==> config.mk <==
export PLATFORM = sky130hd
export DESIGN_NAME = crp16_mul_seq
export DESIGN_NICKNAME = d
export VERILOG_FILES = /design/src/rtl/crp16_alu_pkg.sv /design/src/rtl/crp16_mul_seq.sv
export SDC_FILE = /design/constraint.sdc
export NUM_CORES = 1
export LEC_CHECK = 0
export ABC_AREA = 1
export BUFFER_PORTS_ARGS = -buffer_cell sky130_fd_sc_hd__buf_4
export CAP_MARGIN = 30
export CORE_ASPECT_RATIO = 1.2
export CORE_UTILIZATION = 55
export DETAILED_ROUTE_END_ITERATION = 10
export HOLD_SLACK_MARGIN = 0.05
export PLACE_DENSITY = 0.8
export SYNTH_ARGS = -nofsm -noshare
export SYNTH_HDL_FRONTEND = slang
export SYNTH_SLANG_ARGS = --single-unit
==> constraint.sdc <==
create_clock -name clock -period 1.85 [get_ports clock]
set_input_delay 0.37 -clock clock [delete_from_list [all_inputs] [get_ports clock]]
set_output_delay 0.37 -clock clock [all_outputs]
set_load 0.01 [all_outputs]
==> src/rtl/crp16_alu_pkg.sv <==
// rtl/crp16_alu_pkg.sv - shared CRP16 ALU op-select codes and multiply sequencer states
package crp16_alu_pkg;

   // ALU op-select encoding seen on crp16_alu op_sel
   localparam logic [2:0] ALU_ADD = 3'b000;
   localparam logic [2:0] ALU_SUB = 3'b001;
   localparam logic [2:0] ALU_LSR = 3'b010;
   localparam logic [2:0] ALU_ASR = 3'b011;
   localparam logic [2:0] ALU_LSL = 3'b100;
   localparam logic [2:0] ALU_AND = 3'b101;
   localparam logic [2:0] ALU_OR  = 3'b110;
   localparam logic [2:0] ALU_XOR = 3'b111;

   localparam int unsigned DATA_W = 16;

   // Shift distance used for every single-step shift the sequencer issues
   localparam logic [DATA_W-1:0] SHIFT_ONE = 16'd1;

   // Multiply sequencer states
   typedef enum logic [2:0] {
      ST_IDLE = 3'd0,
      ST_ADD  = 3'd1,
      ST_SHL  = 3'd2,
      ST_SHR  = 3'd3,
      ST_DONE = 3'd4
   } mul_state_t;

   // State that follows a multiplier value: finished when no bits remain,
   // otherwise add if the current low bit is set, else go straight to the shift
   function automatic mul_state_t next_iter_state(input logic [DATA_W-1:0] mplier_val);
      if (mplier_val == '0)
         return ST_DONE;
      else if (mplier_val[0])
         return ST_ADD;
      else
         return ST_SHL;
   endfunction

endpackage

==> src/rtl/crp16_mul_seq.sv <==
// rtl/crp16_mul_seq.sv - shift-and-add 16x16 multiply driving an external crp16_alu
//
// The ALU operand/op-select outputs are registered together with the state
// transition, so during each state they already carry that state's operation
// and alu_out/alu_c/alu_z can be captured at the end of the same cycle.
module crp16_mul_seq
   import crp16_alu_pkg::*;
(
   input  logic        clock,
   input  logic        reset,
   input  logic        start,
   input  logic [15:0] a_in,
   input  logic [15:0] b_in,
   output logic        busy,
   output logic        done,
   output logic [15:0] result,
   output logic        ovf,
   output logic [15:0] alu_op_a,
   output logic [15:0] alu_op_b,
   output logic [2:0]  alu_op_sel,
   input  logic [15:0] alu_out,
   input  logic        alu_c,
   input  logic        alu_z
);

   mul_state_t  state;
   logic [15:0] mcand;
   logic [15:0] mplier;
   logic [15:0] acc;
   logic        ovf_r;

   // A bit leaves the top of mcand while higher multiplier bits are still
   // pending: some later partial product is >= 2^16, so the product overflows
   logic        shl_loses_bit;
   assign shl_loses_bit = mcand[15] & (|mplier[15:1]);

   // Sequencer: state, working registers and all registered outputs
   always_ff @(posedge clock) begin
      if (reset) begin
         state      <= ST_IDLE;
         mcand      <= '0;
         mplier     <= '0;
         acc        <= '0;
         ovf_r      <= 1'b0;
         busy       <= 1'b0;
         done       <= 1'b0;
         result     <= '0;
         ovf        <= 1'b0;
         alu_op_a   <= '0;
         alu_op_b   <= '0;
         alu_op_sel <= ALU_ADD;
      end else begin
         unique case (state)
            ST_IDLE: begin
               done <= 1'b0;
               if (start) begin
                  mcand  <= a_in;
                  mplier <= b_in;
                  acc    <= '0;
                  ovf_r  <= 1'b0;
                  busy   <= 1'b1;
                  state  <= next_iter_state(b_in);
                  unique case (next_iter_state(b_in))
                     ST_ADD: begin
                        // acc is being cleared, so the first add is 0 + a_in
                        alu_op_a   <= '0;
                        alu_op_b   <= a_in;
                        alu_op_sel <= ALU_ADD;
                     end
                     ST_SHL: begin
                        alu_op_a   <= a_in;
                        alu_op_b   <= SHIFT_ONE;
                        alu_op_sel <= ALU_LSL;
                     end
                     default: begin
                        // Zero multiplier: finish immediately with a zero product
                        done       <= 1'b1;
                        result     <= '0;
                        ovf        <= 1'b0;
                        alu_op_a   <= '0;
                        alu_op_b   <= '0;
                        alu_op_sel <= ALU_ADD;
                     end
                  endcase
               end
            end

            ST_ADD: begin
               acc        <= alu_out;
               ovf_r      <= ovf_r | alu_c;
               state      <= ST_SHL;
               alu_op_a   <= mcand;
               alu_op_b   <= SHIFT_ONE;
               alu_op_sel <= ALU_LSL;
            end

            ST_SHL: begin
               mcand      <= alu_out;
               ovf_r      <= ovf_r | shl_loses_bit;
               state      <= ST_SHR;
               alu_op_a   <= mplier;
               alu_op_b   <= SHIFT_ONE;
               alu_op_sel <= ALU_LSR;
            end

            ST_SHR: begin
               mplier <= alu_out;
               if (alu_z) begin
                  state      <= ST_DONE;
                  done       <= 1'b1;
                  result     <= acc;
                  ovf        <= ovf_r;
                  alu_op_a   <= '0;
                  alu_op_b   <= '0;
                  alu_op_sel <= ALU_ADD;
               end else if (alu_out[0]) begin
                  state      <= ST_ADD;
                  alu_op_a   <= acc;
                  alu_op_b   <= mcand;
                  alu_op_sel <= ALU_ADD;
               end else begin
                  state      <= ST_SHL;
                  alu_op_a   <= mcand;
                  alu_op_b   <= SHIFT_ONE;
                  alu_op_sel <= ALU_LSL;
               end
            end

            ST_DONE: begin
               // start is ignored here; it is honoured in the following IDLE cycle
               state      <= ST_IDLE;
               busy       <= 1'b0;
               done       <= 1'b0;
               alu_op_a   <= '0;
               alu_op_b   <= '0;
               alu_op_sel <= ALU_ADD;
            end

            default: begin
               state      <= ST_IDLE;
               busy       <= 1'b0;
               done       <= 1'b0;
               alu_op_a   <= '0;
               alu_op_b   <= '0;
               alu_op_sel <= ALU_ADD;
            end
         endcase
      end
   end

endmodule

==> implementation parameters <==
Parameter                              Value

Run status
  Run status ... finished clean

Detailed routing
  Routed WL ... ~14000 um
  Vias per Instance ... 5.263
  Number of nets with antenna violations after routing ... 0
  Routed wire per std cell ... roughly 14 um
  DRC violation total after the first TritonRoute iteration ... roughly 420
  Detailed-route via count ... between 5000 and 6000
  Detailed-router iteration count before antenna repair ... 5
  Post-route DRC ... 0

Flow run
  Max-cap violation count ... 0

Floorplan
  Number of primary I/O pins ... 107
  Row count ... 38
  Die Outline Area ... between 9000 and 10000 um^2
  Width of the chip ... 91.29 um
  Vertical die dimension ... 109.1 um
  Initial core utilization ... 57.34%
  Core box area ... around 9200 um^2

Synthesis
  Leading post-synthesis cells by cell area ... dfxtp_1 (40%), nand2_1 (20%), o21ai_0 (9.6%), inv_1 (6.6%), a21oi_1 (5.3%)
  Number of synthesized flops with an enable pin ... 0
  Mux share of post-synthesis cell area ... 0%
  Largest family of logic cells by synthesized area ... simple AND/OR/NAND/NOR gates
  Seq/Total Area, Yosys ... 39.95%
  Fraction of the mapped netlist area in simple logic gates ... 32.20%
  Count of mapped cells out of synthesis ... roughly 830
  Synth warn ... 0
  Async S/R FF share, synth ... 0%
  Count of unique library cells instantiated by Yosys ... 25
  Mean post-synth cell area ... between 6 and 7 um^2
  Area leader, netlist ... dfxtp_1
  Total of flip-flops plus latches after synthesis ... between 100 and 150
  Adder and majority cell fraction of the synthesized area ... 0%
  Post-synth design cell area ... approximately 5300 um^2
  Commonest register cell after synthesis ... dfxtp_1
  Fraction of post-synthesis cell area in the top cell type by area ... 39.95%
  XOR/XNOR Fraction of Synth Area ... 0%
  Synthesized-area fraction occupied by ao, oa, aoi and oai cells ... 16.31%
  Syn_nets ... 885

Critical path
  Worst Path Buf+Inv ... 0
  Critical path class ... flop to flop
  Crit-path most repeated cell ... nand2_1
  Family with the most delay on the worst path ... simple AND/OR/NAND/NOR gates
  CP Cell Sequence ... nand3_4 -> nor2_8 -> nand2_4 -> o21ai_0 -> nand2_1 -> nand2_1
  Category of the worst setup path launch point ... flop
  Critical Path Slowest Stage Cell ... dfxtp_1
  Arrival time at the worst endpoint ... just under 2000 ps
  Data required time of the critical path ... between 2000 and 2500 ps
  Largest fanout of any net on the critical path ... 19
  Sort of element at the end of the critical path ... flop
  Delay of the slowest cell on the worst path ... ~460 ps

STA
  Share of the cycle needed by the critical path after routing ... 89.50%
  Max-slew violation count ... 0
  Number of hold violations in the final report ... 0
  Worst slew slack as a fraction of its limit ... 65.26%
  Final setup violation count ... 0
  RSZ-0062 raised after global routing ... false
  Maximum achievable frequency ... a little over 0.6 GHz
  Final critical path time including I/O delays and setup ... between 1500 and 2000 ps
  Transition time of the tightest slew-check pin ... between 500 and 600 ps
  Sum Neg Setup Slack ... 0 ps
  Post-Route Skew ... roughly 8.2 ps

Finish
  Cell Count, Final, Fillers Out ... 1040
  Antenna diodes ... 0
  Reg area ... approximately 2100 um^2
  Layout overhead on the synthesized area ... 20.43%
  Number of filler cells placed in the layout ... 851
  Fraction of layout instances using a drive strength above 1 ... ~17%
  Final net count ... ~970
  Area of combinational cells with multiple inputs ... 2564 um^2

GRT
  Overall fraction of global-route tracks in use ... between 20% and 30%
  First-pass GRT wire length ... approximately 23000 um
  Number of antenna violations at the first check in global routing ... 0
  Vias in the first global route ... a little under 5000
  Remaining global-route overflow ... 0
  Pin count of the biggest net entering global routing ... between 40 and 50

Clock network
  TritonCTS buffer count ... 9
  CTS Sinks ... ~110
  Cell chosen for the clock root ... clkbuf_8
  Maximum root-to-sink buffer count ... 2
  Clock transition at path regs ... roughly 100 ps
  Maximum level of the CTS H-tree ... 3
  TritonCTS clock tree ... built
  Skew-Pair Late Insertion Delay ... 370 ps

Place
  Placed Cells ... ~1000
  Final weighted congestion in routability-driven placement ... between 0.8 and 0.9
  PortBufs ... around 110
  Half-perimeter wire length after placement ... between 10000 and 15000 um

Worst hold path
  Path category of the worst min-delay check ... input port to flop

Power
  Power density over the cells ... roughly 1100 nW/um^2
  Leak Pwr ... roughly 3 nW
  Max rail drop VDD ... 491.3 uV
-- routing by layer --
layer	global-route usage [%]	part of all wire, %	up-vias
li1	-	-	2761
met1	40.27	46	2463
met2	46.81	46	230
met3	3.487	6.6	20
met4	11.22	1.8	0
met5	0	0	-
-- cell families after synthesis --
kind of cell | Yosys count
DFF | 105
other | 1
AOI/OAI and AO/OA | 170
and+or+nand+nor | 410
buffers and inverters | 146
-- Yosys cell counts (2+ instances only) --
cell type	number
buf_4	5
inv_1	93
buf_6	2
buf_2	17
nand3_2	3
o21ai_0	101
dfxtp_1	105
nand3_1	53
a31oi_1	4
a21oi_1	56
buf_1	2
inv_2	5
nand2_2	3
nor2_1	63
clkbuf_1	22
o21ai_1	8
nor2_4	2
nand2_1	279
nor2_2	3
-- power breakdown --
| group | switching (mW) | leakage (nW) | internal [mW] | total [mW] |
|---|---|---|---|---|
| clock network | 0.790 | 0.107 | 0.804 | 1.59 |
| logic | 1.63 | 2.06 | 0.897 | 2.53 |
| registers | 0.253 | 0.859 | 2.69 | 2.94 |
-- cell type report --
type                    count  area share, %
clock buffers              12          2.291
clock inverters             4          1.205
inverters                  98          5.924
multi-input cells         581          40.46
flip-flops and latches    105          33.18
well taps                 120          2.370
repair buffers            118          14.38
repair inverters            2         0.1975
-- repair_timing --
item                       CTS  global route
setup buffers                0             1
setup endpoints to repair    0            65
resized for setup            0             7
hold buffers                 0             0
-- worst reg2reg max path, cell delays in order, from the launching register on --
cell and delay [ps]:
dfxtp_1 460, nand3_4 220, nor2_8 340, nand2_4 210
o21ai_0 240, nand2_1 80, nand2_1 60
-- per-stage QoR --
step / area, um^2 / util [%] / power [mW] / setup WS (ps) / hold WS [ps]
3_5_place_dp: 6067 / 66.12 / 5.366 / 87.09 / 440.7
4_1_cts: 6289 / 68.53 / 6.934 / 46.15 / 250.1
3_3_place_gp: 6067 / 66.12 / 5.300 / 164.1 / 438.6
2_1_floorplan: 5261 / - / 4.629 / 467.9 / 432.1
5_1_grt: 6336 / 69.05 / 7.502 / 0.5977 / 250.8
6_report: 6336 / 69.05 / 7.064 / 194.3 / 251.4
-- registers in the layout, summed over array words and instances, names as in the netlist --
signal and cells:
acc 16, alu_op_a 16, alu_op_b 16, mcand 16, mplier 16, result 16
state 3, alu_op_sel 2, busy 1, done 1, ovf 1, ovf_r 1
-- path summary, 6_finish.rpt --
| path | startpoint | to | slack [ps] | cells after the start |
|---|---|---|---|---|
| min reg2reg | alu_op_a[2]$_SDFFE_PP0N_ | alu_op_a[2]$_SDFFE_PP0N_ | 460 | 2 |
| max reg2reg | state[1]$_SDFFE_PP0N_ | alu_op_b[12]$_SDFFE_PP0N_ | 190 | 6 |
| max | state[1]$_SDFFE_PP0N_ | alu_op_b[12]$_SDFFE_PP0N_ | 190 | 6 |
| min | alu_out[11] | acc[11]$_SDFFE_PP0P_ | 250 | 3 |
-- cell usage in the layout (no fill, tap or decap), types with 3 or more instances in the layout --
cell | netlist | layout
inv_1 | 93 | 92
nor2_1 | 63 | 63
dfxtp_1 | 105 | 105
a21oi_1 | 56 | 56
o21ai_0 | 101 | 101
buf_4 | 5 | 116
clkinvlp_4 | 0 | 3
a31oi_1 | 4 | 4
nor2_2 | 3 | 3
nand2_1 | 279 | 278
nand2_2 | 3 | 3
inv_2 | 5 | 3
clkbuf_8 | 0 | 10
o21ai_1 | 8 | 8
nand3_2 | 3 | 3
nand3_1 | 53 | 53
No activity file was read; power rests on OpenSTA's default activity.
